## src/rtl/imem_loader_pkg.sv

```systemverilog
// Shared types and constants for the instruction-memory loader.
// No logic, so no latency.
// No handshake of its own.
package loader_pkg;

  // Loader FSM states; the encoding is visible on the state register
  typedef enum logic [2:0] {
    IDLE    = 3'd0,
    LEN_HI  = 3'd1,
    LEN_LO  = 3'd2,
    DATA_HI = 3'd3,
    DATA_LO = 3'd4,
    CHECK   = 3'd5,
    DONE    = 3'd6,
    ERR     = 3'd7
  } loader_state_t;

  // Starting value of the running XOR over the image bytes
  localparam logic [7:0] CKSUM_SEED = 8'h00;

endpackage

```

## src/rtl/imem_loader_if.sv

```systemverilog
// Byte-stream handshake and IMEM write-port bundles for the loader.
// Wires only, so no latency.
// byte_if uses valid/ready: a byte moves when in_valid && in_ready.

// Byte stream: master is the byte source, slave is the loader
interface byte_if;
  logic       in_valid;
  logic [7:0] in_data;
  logic       in_ready;

  modport master (output in_valid, output in_data, input in_ready);
  modport slave  (input in_valid, input in_data, output in_ready);
endinterface

// IMEM write port: master is the loader, slave is the RAM
interface imem_wr_if #(
  parameter int ADDR_W = 8
);
  logic              im_we;
  logic [ADDR_W-1:0] im_addr;
  logic [15:0]       im_wdata;

  modport master (output im_we, output im_addr, output im_wdata);
  modport slave  (input im_we, input im_addr, input im_wdata);
endinterface

```

## src/rtl/imem_loader.sv

```systemverilog
// Parses a length-prefixed, XOR-checked byte image into 16-bit IMEM writes and holds the CPUs until it verifies.
// Latency: im_we one cycle after the low-byte accept; done/err one cycle after the checksum accept.
// Backpressure: in_ready is a pure state decode; gaps in in_valid only stretch the load.
module imem_loader
  import loader_pkg::*;
#(
  parameter int ADDR_W = 8,
  parameter int DEPTH  = 256
) (
  input  logic      clk,
  input  logic      rst,
  input  logic      start,
  byte_if.slave     in_if,
  imem_wr_if.master im_if,
  output logic      cpu_hold,
  output logic      done,
  output logic      err
);

  localparam logic [2:0]  S_IDLE    = IDLE;
  localparam logic [2:0]  S_LEN_HI  = LEN_HI;
  localparam logic [2:0]  S_LEN_LO  = LEN_LO;
  localparam logic [2:0]  S_DATA_HI = DATA_HI;
  localparam logic [2:0]  S_DATA_LO = DATA_LO;
  localparam logic [2:0]  S_CHECK   = CHECK;
  localparam logic [2:0]  S_DONE    = DONE;
  localparam logic [2:0]  S_ERR     = ERR;
  // One bit wider than the length field so DEPTH = 65536 still compares correctly
  localparam logic [16:0] LP_DEPTH  = 17'(DEPTH);

  logic [2:0]        r_state;
  logic [2:0]        w_state_nxt;
  logic [7:0]        r_xor;
  logic [15:0]       r_cnt;
  logic              r_we;
  logic [ADDR_W-1:0] r_addr;
  logic [15:0]       r_wdata;

  logic              w_ready;
  logic              w_accept;
  logic              w_start_ok;
  logic [15:0]       w_len;
  logic              w_len_big;

  // Ready is decoded from the state alone, never from in_valid
  assign w_ready    = (r_state == S_LEN_HI)  || (r_state == S_LEN_LO) ||
                      (r_state == S_DATA_HI) || (r_state == S_DATA_LO) ||
                      (r_state == S_CHECK);
  assign w_accept   = in_if.in_valid && w_ready;
  // start only counts when no load is in progress
  assign w_start_ok = start && ((r_state == S_IDLE) || (r_state == S_DONE) || (r_state == S_ERR));
  // High length byte is parked in the top of the counter until the low byte arrives
  assign w_len      = {r_cnt[15:8], in_if.in_data};
  assign w_len_big  = {1'b0, w_len} > LP_DEPTH;

  // Next-state decode of the image format
  always_comb begin
    w_state_nxt = r_state;
    unique case (r_state)
      S_IDLE:    if (start) w_state_nxt = S_LEN_HI;
      S_LEN_HI:  if (w_accept) w_state_nxt = S_LEN_LO;
      S_LEN_LO:
        if (w_accept) begin
          if (w_len_big)           w_state_nxt = S_ERR;
          else if (w_len == 16'd0) w_state_nxt = S_CHECK;
          else                     w_state_nxt = S_DATA_HI;
        end
      S_DATA_HI: if (w_accept) w_state_nxt = S_DATA_LO;
      S_DATA_LO: if (w_accept) w_state_nxt = (r_cnt == 16'd1) ? S_CHECK : S_DATA_HI;
      S_CHECK:   if (w_accept) w_state_nxt = (in_if.in_data == r_xor) ? S_DONE : S_ERR;
      S_DONE:    if (start) w_state_nxt = S_LEN_HI;
      S_ERR:     if (start) w_state_nxt = S_LEN_HI;
      default:   w_state_nxt = S_IDLE;
    endcase
  end

  // State register
  always_ff @(posedge clk or posedge rst) begin
    if (rst) r_state <= S_IDLE;
    else     r_state <= w_state_nxt;
  end

  // Running XOR over every byte before the checksum byte
  always_ff @(posedge clk or posedge rst) begin
    if (rst)                               r_xor <= CKSUM_SEED;
    else if (w_start_ok)                   r_xor <= CKSUM_SEED;
    else if (w_accept && r_state != S_CHECK) r_xor <= r_xor ^ in_if.in_data;
  end

  // Remaining-word counter: length captured, then counted down per word
  always_ff @(posedge clk or posedge rst) begin
    if (rst) begin
      r_cnt <= 16'd0;
    end else if (w_accept) begin
      if (r_state == S_LEN_HI)       r_cnt[15:8] <= in_if.in_data;
      else if (r_state == S_LEN_LO)  r_cnt <= w_len;
      else if (r_state == S_DATA_LO) r_cnt <= r_cnt - 16'd1;
    end
  end

  // Word assembly, big-endian: high byte first
  always_ff @(posedge clk or posedge rst) begin
    if (rst) begin
      r_wdata <= 16'd0;
    end else if (w_accept) begin
      if (r_state == S_DATA_HI)      r_wdata[15:8] <= in_if.in_data;
      else if (r_state == S_DATA_LO) r_wdata[7:0]  <= in_if.in_data;
    end
  end

  // One-cycle write strobe after the low byte lands
  always_ff @(posedge clk or posedge rst) begin
    if (rst) r_we <= 1'b0;
    else     r_we <= w_accept && (r_state == S_DATA_LO);
  end

  // Address holds through the strobe cycle and steps right after it
  always_ff @(posedge clk or posedge rst) begin
    if (rst)             r_addr <= '0;
    else if (w_start_ok) r_addr <= '0;
    else if (r_we)       r_addr <= r_addr + ADDR_W'(1);
  end

  assign in_if.in_ready = w_ready;
  assign im_if.im_we    = r_we;
  assign im_if.im_addr  = r_addr;
  assign im_if.im_wdata = r_wdata;
  assign cpu_hold       = (r_state != S_DONE);
  assign done           = (r_state == S_DONE);
  assign err            = (r_state == S_ERR);

endmodule

```

## src/flat_wrapper.sv

```systemverilog
// flat-port wrapper written by rule: the top's interface ports become plain ports
module imem_loader_flat import loader_pkg::*;
#(
  parameter int ADDR_W = 8,
  parameter int DEPTH  = 256
)
  (clk, rst, start, cpu_hold, done, err, in_if_in_valid, in_if_in_data, in_if_in_ready, im_if_im_we, im_if_im_addr, im_if_im_wdata);
  byte_if in_if_i ();
  imem_wr_if #(.ADDR_W(ADDR_W)) im_if_i ();
  input  logic clk;
  input  logic rst;
  input  logic start;
  output logic cpu_hold;
  output logic done;
  output logic err;
  input wire logic [$bits(in_if_i.in_valid)-1:0] in_if_in_valid;
  input wire logic [$bits(in_if_i.in_data)-1:0] in_if_in_data;
  output wire logic [$bits(in_if_i.in_ready)-1:0] in_if_in_ready;
  output wire logic [$bits(im_if_i.im_we)-1:0] im_if_im_we;
  output wire logic [$bits(im_if_i.im_addr)-1:0] im_if_im_addr;
  output wire logic [$bits(im_if_i.im_wdata)-1:0] im_if_im_wdata;
  assign in_if_i.in_valid = in_if_in_valid;
  assign in_if_i.in_data = in_if_in_data;
  assign in_if_in_ready = in_if_i.in_ready;
  assign im_if_im_we = im_if_i.im_we;
  assign im_if_im_addr = im_if_i.im_addr;
  assign im_if_im_wdata = im_if_i.im_wdata;
  imem_loader #(.ADDR_W(ADDR_W), .DEPTH(DEPTH)) u_core (.clk(clk), .rst(rst), .start(start), .in_if(in_if_i), .im_if(im_if_i), .cpu_hold(cpu_hold), .done(done), .err(err));
endmodule
```

## config.mk

```make
export PLATFORM = sky130hd
export DESIGN_NAME = imem_loader_flat
export DESIGN_NICKNAME = d
export VERILOG_FILES = /design/src/rtl/imem_loader_pkg.sv /design/src/rtl/imem_loader_if.sv /design/src/rtl/imem_loader.sv /design/src/flat_wrapper.sv
export SDC_FILE = /design/constraint.sdc
export NUM_CORES = 1
export LEC_CHECK = 0
export CAP_MARGIN = 30
export CORE_AREA = 2 2 75 77
export CTS_BUF_LIST = sky130_fd_sc_hd__clkbuf_4 sky130_fd_sc_hd__clkbuf_8
export DETAILED_ROUTE_END_ITERATION = 16
export DIE_AREA = 0 0 77 79
export GPL_TIMING_DRIVEN = 0
export PLACE_DENSITY = 0.82
export SETUP_SLACK_MARGIN = 0.1
export SYNTH_ARGS = -nofsm -noshare
export SYNTH_HDL_FRONTEND = slang
export SYNTH_SLANG_ARGS = --single-unit
```

## constraint.sdc

```tcl
create_clock -name clk -period 2.05 [get_ports clk]
set_input_delay 0.3075 -clock clk [delete_from_list [all_inputs] [get_ports clk]]
set_output_delay 0.3075 -clock clk [all_outputs]
set_load 0.1 [all_outputs]
```

# Word level (Yosys, flattened, before mapping)
# Index checks and enable logic that the tools add are counted.
# totals
mem_count,0
mem_bits_ro,0
wordCells,72
ff_bits,52
latchBits,0
mem_bits_rw,0
# op_classes
n_eq_ne,18
n_reduce_logical,22
addsub,2
n_mul,0
order_cmp,1
n_mux,18
div_mod_pow,0
n_shift,0
bitwise_logic,3
# ops
cell,count
$mux 8,5
$mux 16,2
$mux 3,9
$pmux 3 s6,1
$eq 16x1->1 const B,1
$gt 16x9->1 const B,1
$logic_not 16->1,1
$sub 16x1->16 const B,1
$ne 2x1->1 const B,7
$eq 3x3->1 const B,4
$reduce_and 3->1,3
$add 8x1->8 const B,1
$eq 8x8->1,1
$reduce_bool 2->1,4
$xor 8x8->8,1
$eq 3x2->1 const B,2
$logic_or 1x1->1,6
$ne 3x3->1 const B,2
$reduce_and 6->1,1
$logic_and 1x1->1,4
$eq 3x1->1 const B,1
$logic_not 3->1,1
$reduce_or 3->1,1
$not 1->1,2
other kinds (2),2

# Logic depth before layout (Yosys ltp)
# Gate-level depths: netlist of the first run.
# depth
word_depth,9
depth_mapped,7
depth_no_buf,6

# Worst setup path before layout of the first run
# OpenSTA, ideal clock, no wires.
# synth_path
path_kind,register to output
start,reg u_core.r_state[2]
end,out done
t_required_ns,1.742
path_slack_ns,-0.449
t_arrival_ns,2.191
path_buffers,2
stages_incl_launch_ff,5
path_cell_list,dfrtp_1 -> buf_6 -> clkbuf_1 -> nand2_1 -> inv_1
# synth_via
elab_chain_len,1
# synth_rtl
element,line,text
"start, declared",imem_loader.sv:31,logic [2:0] r_state;
"start signal, assigned",imem_loader.sv:80,else r_state <= w_state_nxt;
$eq 3x3->1,imem_loader.sv:129,assign done = (r_state == S_DONE);
"end, declared",flat_wrapper.sv:14,output logic done;
# No other way between the ends.

# Worst setup path after layout of the first run
# layout_path
start,reg u_core.r_state[2]
end,out in_if_in_ready
# layout_via
elab_chain_len,5
elab_cells_between_ends,9
cone_classes,5 x eq/ne; 4 x reduce/logical
# layout_rtl
element,line,text
$eq 3x1->1 or $eq 3x2->1 (tied branches),imem_loader.sv:46,assign w_ready = (r_state == S_LEN_HI) || (r_state == S_LEN_LO) ||
$logic_or 1x1->1 (2 in series),imem_loader.sv:46,
$logic_or 1x1->1,imem_loader.sv:47,(r_state == S_DATA_HI) || (r_state == S_DATA_LO) ||
$logic_or 1x1->1 *,imem_loader.sv:47,
"end, declared",flat_wrapper.sv:18,output wire logic [$bits(in_if_i.in_ready)-1:0] in_if_in_ready;
# Every way passes the cells marked *; elsewhere a longest branch is shown, timed or not.

==> results of run 1 <==
[path summary, 6_finish.rpt]
kind                                                      start  slack, ns                              endpoint  depth (start not counted)
hold / removal                                              rst       0.34   u_core.im_if.im_addr[5]$_DFFE_PP0P_                          2
setup / recovery                  u_core.r_state[2]$_DFFE_PP0P_       0.12                        in_if_in_ready                          4
setup reg to reg                    u_core.r_cnt[2]$_DFFE_PP0P_       0.16          u_core.r_cnt[14]$_DFFE_PP0P_                          5
hold reg to reg            u_core.im_if.im_wdata[8]$_DFFE_PP0P_       0.51  u_core.im_if.im_wdata[8]$_DFFE_PP0P_                          1
min in group clk                               in_if_in_data[5]       0.45           u_core.r_xor[5]$_DFFE_PP0P_                          3
max in group asynchronous                                   rst       1.17           u_core.r_xor[6]$_DFFE_PP0P_                          3
[final cells by class]
class / instances / area, µm² / share of cell area
inverters: 7 / 30.0 / 0.00874
flip-flops and latches: 52 / 1310 / 0.380
multi-input cells: 228 / 1500 / 0.437
clock buffers: 5 / 68.8 / 0.0200
repair buffers: 37 / 340 / 0.0991
plain buffers: 16 / 80.1 / 0.0233
well taps: 72 / 90.1 / 0.0262
clock inverters: 3 / 21.3 / 0.00619
[layer usage]
metal / wire length (µm) / track usage
met4: 140 / 0.0625
met2: 3580 / 0.425
met3: 644 / 0.0443
met5: 0 / 0
met1: 2940 / 0.317
[flip-flops by register name, summed over array words and instances (netlist names)]
register               count
u_core.r_state             3
u_core.im_if.im_we         1
u_core.r_xor               8
u_core.r_cnt              16
u_core.im_if.im_wdata     16
u_core.im_if.im_addr       8
[through the flow]
step | hold WS, ns | setup WS (ns) | util
after floorplan | 0.426 | -0.0204 | -
after global placement | 0.473 | -0.680 | 0.615
after detailed placement | 0.496 | -0.427 | 0.619
after CTS | 0.361 | 0.100 | 0.632
after global routing | 0.403 | 0.0549 | 0.644
final | 0.340 | 0.117 | 0.644
[what timing repair did]
item	in CTS	in global routing
setup buffers	0	3
endpoints found under the setup margin	47	31
endpoints found under the hold margin	0	0
pin swaps	1	2
resized for setup	57	14
[kinds of logic (layout without fill, tap and decap cells)]
family	count (synthesis)	after routing	share of synthesized area
simple gates	109	109	0.193
compound gates	85	85	0.189
flops	52	52	0.457
buf+inv	24	68	0.0373
mux	17	17	0.0668
xor+xnor	14	14	0.0431
fa+ha+maj	3	3	0.0132
[placed cells by master, fill, tap and decap left out, types with 3 or more instances in the layout]
cell type / n
nand3_1: 7
nor3_1: 5
nand2b_1: 12
xnor2_1: 8
buf_4: 8
a22oi_1: 3
nor2b_1: 5
clkdlybuf4s15_1: 5
dfrtp_1: 49
a32oi_1: 4
a21oi_1: 15
nand2_1: 15
clkbuf_2: 3
clkdlybuf4s50_1: 3
clkbuf_1: 8
nor4_1: 5
nor2_1: 35
o21ai_0: 39
mux2_2: 15
inv_1: 5
dlygate4sd2_1: 21
ha_1: 3
clkbuf_8: 5
nand4_1: 7
dfrtp_2: 3
xor2_1: 6
==> impl_metrics.ini, run 1 <==
[status]
outcome = complete, no violations

[floorplan]
rows = 27
initial_utilization = 0.534
io_pins = 41
die-area_um2 = 6080
core_area_um2 = 5340
fp.dieH_um = 79
die-width_um = 77

[setup_path]
crit_chain = buf_6 > or3_4 > and2_4 > buf_4
end_kind = output pin
crit_arrival_ns = 1.63
cp-start-kind = register
path_max_fanout = 8
crit_required_ns = 1.74
max_stage_delay_ns = 0.39
slowest_stage = dfrtp_1
cp_num_buf_inv = 2
path_delay_family = simple AND/OR/NAND/NOR gates
worstSetupPathType = register to output pin

[sta]
finalHoldViolations = 0
timing.fmax_mhz = 517
skew_ns = 0.00809
slew-limit-headroom = 0.352
tns_ns = 0
fin_crit_sh = 0.943
rsz0062_at_grt = yes
timing.final.crit_period_ns = 1.93
setup_viol = 0
final-max-slew-violation-count = 0
worstMarginPinSlew_ns = 0.976

[synthesis]
yosysSeqAreaShare = 0.457
synthFlopType = dfrtp_1
syn-num-nets = 319
ys_ff_latch = 52
ys_warn_count = 0
synth_edf_count = 0
postSynthAreaPerCell_um2 = 9.37
synth_largest_area_cell = dfrtp_1
synth_area_um2 = 2850
yosysMostFrequentCell = dfrtp_1
synth_area_leaders = dfrtp_1 46%, o21ai_0 7.0%, mux2_2 5.9%
yosys.area.top_type_share = 0.457
netlist_top_cells_count = 52 x dfrtp_1, 40 x o21ai_0, 36 x nor2_1, 16 x nand2_1
syn_inst = 304
synth_cell_types = 51
synth-async-reset-ratio = 1.00

[global_route]
grt_max_degree = 31
grt_pass1_wl_mm = 11.9
grt_usage = 0.244
grt_overflow = 0
antenna_found_initial = 0
first_global_vias = 2464

[layout]
nFillCells = 469
antennaDiodeCount = 0
instances_no_fill = 420
syn_to_final_growth_pct = 20.7
postLayoutCellArea_um2 = 3440
nNetsFinal = 362
drive_gt1_frac = 0.170

[clocking]
cts_tree = yes
postCtsHoldBufs = 0
cts_sinks = 52
clockBufferDepth = 2
htree_levels = 2
clock_latency_ns = 0.31
cts_root_buf = clkbuf_8
path_clk_slew_ns = 0.10
cts_made_buffers = 5

[place]
dpl.hpwl_mm = 4.92
placed_area_um2 = 3300
numPortBuffers = 33
dp_cells = 410
gp_congestion = 0.942

[detailed_routing]
wl_per_cell_um = 17.4
drt_drc_violations_left = 0
drt_first_iter_violations = 259
via_per_inst = 6.04
dr.pass1.iters = 8
wl_mm = 7.31
postRouteAntennaNets = 0
num_vias = 2538

[flow_run]
max_cap_violations = 0

[worst_hold_path]
hp-class = primary input to async pin
Power of run 1 is not shown: default switching activity piles up to over one toggle a cycle in this logic, so the estimate is an artifact.
==> run 2: changes to the inputs <==
--- a/config.mk
+++ b/config.mk
@@ -10,7 +10,7 @@
 export CTS_BUF_LIST = sky130_fd_sc_hd__clkbuf_4 sky130_fd_sc_hd__clkbuf_8
 export DETAILED_ROUTE_END_ITERATION = 16
 export DIE_AREA = 0 0 77 79
-export GPL_TIMING_DRIVEN = 0
+export GPL_ROUTABILITY_DRIVEN = 1
 export PLACE_DENSITY = 0.82
 export SETUP_SLACK_MARGIN = 0.1
 export SYNTH_ARGS = -nofsm -noshare
==> impl_metrics.ini, run 2 (same netlist as run 1, synthesis figures left out) <==
[clocking]
cts_root_buf = clkbuf_8
postCtsHoldBufs = 0
cts_sinks = 52
cts_made_buffers = 5
clockBufferDepth = 2
htree_levels = 2
cts_tree = yes
path_clk_slew_ns = 0.10
clock_latency_ns = 0.31

[layout]
syn_to_final_growth_pct = 26.0
nFillCells = 436
final_common_cell = buf_4
nNetsFinal = 380
postLayoutCellArea_um2 = 3590
drive_gt1_frac = 0.270
final_cell_mix = 55 x buf_4, 47 x dfrtp_1, 40 x o21ai_0
antennaDiodeCount = 0

[sta]
skew_ns = 0.00582
timing.final.crit_period_ns = 1.89
timing.fmax_mhz = 528
rsz0062_at_grt = no
final-max-slew-violation-count = 0
setup_viol = 0
finalHoldViolations = 0
fin_crit_sh = 0.924
slew-limit-headroom = 0.657
worstMarginPinSlew_ns = 0.510

[status]
outcome = complete, no violations

[floorplan]
die-width_um = 77
rows = 27
initial_utilization = 0.534
core_area_um2 = 5340
io_pins = 41
fp.dieH_um = 79
die-area_um2 = 6080

[detailed_routing]
drt_first_iter_violations = 250
via_per_inst = 5.92
wl_per_cell_um = 16.2
postRouteAntennaNets = 0
num_vias = 2595
drt_drc_violations_left = 0
wl_mm = 7.10
dr.pass1.iters = 5

[global_route]
grt_overflow = 0
grt_usage = 0.252
antenna_found_initial = 0
first_global_vias = 2501
grt_pass1_wl_mm = 12.1
grt_max_degree = 53

[setup_path]
cp-start-kind = register
path_max_fanout = 12
slowest_stage = dfrtp_2
cp-startpoint = u_core.r_state[1]$_DFFE_PP0P_
max_stage_delay_ns = 0.50
path_delay_family = simple AND/OR/NAND/NOR gates
end_kind = output pin
crit_chain = or3_4 > and2_4 > buf_12
worstSetupPathType = register to output pin
cp_num_buf_inv = 1
r2r-start = u_core.r_state[1]$_DFFE_PP0P_
crit_arrival_ns = 1.59
crit_required_ns = 1.74

[worst_hold_path]
hp-class = primary input to async pin

[place]
dpl.hpwl_mm = 5.08
placed_area_um2 = 3480
gp_congestion = 0.921
numPortBuffers = 40

[flow_run]
max_cap_violations = 0
==> run 2: repair_timing <==
item                       CTS  global route
setup endpoints to repair    1             2
gates resized for setup      1             1
gates cloned                 0             0
buffers inserted             0             2
==> run 2: layout make-up <==
cell class | count | area, µm² | share of cell area
well taps | 72 | 90.1 | 0.0251
inverters | 7 | 30.0 | 0.00837
clock inverters | 3 | 21.3 | 0.00593
repair buffers | 71 | 623 | 0.174
multi-input cells | 228 | 1450 | 0.403
clock buffers | 5 | 68.8 | 0.0192
flip-flops and latches | 52 | 1310 | 0.364
==> run 2: worst reg2reg max path, delay by kind of cell (launching register included) <==
kind	cells	cell delay (ns)
AO/OA/AOI/OAI	3	0.60
flip-flops	1	0.50
AND/OR/NAND/NOR	2	0.61
==> run 2: layer usage <==
metal  wire, µm  part of all wire  global-route usage
met5          0                 0                   0
met4        142             0.020              0.0946
met3        621             0.088              0.0568
met2       3400              0.48               0.413
met1       2930              0.41               0.330
==> run 2: worst paths after layout <==
path                                                         end  slack [ns]  cells past startpoint
setup / recovery                                  in_if_in_ready        0.16                      3
hold / removal               u_core.im_if.im_addr[3]$_DFFE_PP0P_        0.34                      3
setup reg to reg                   u_core.r_state[2]$_DFFE_PP0P_        0.23                      5
hold reg to reg            u_core.im_if.im_wdata[14]$_DFFE_PP0P_        0.52                      1
max in group asynchronous    u_core.im_if.im_addr[1]$_DFFE_PP0P_        1.44                      3
min in group clk           u_core.im_if.im_wdata[14]$_DFFE_PP0P_        0.52                      1
==> run 2: through the flow <==
step	hold WS, ns	setup TNS [ns]	cells	util	setup slack [ns]
floorplan	0.426	-0.0204	304	-	-0.0204
global placement	0.473	0	428	0.652	0.118
detailed placement	0.495	0	428	0.652	0.0814
CTS	0.364	0	436	0.669	0.110
global route	0.414	0	438	0.672	0.118
finish	0.344	0	438	0.672	0.155
Power of run 2 is left out for the same reason.
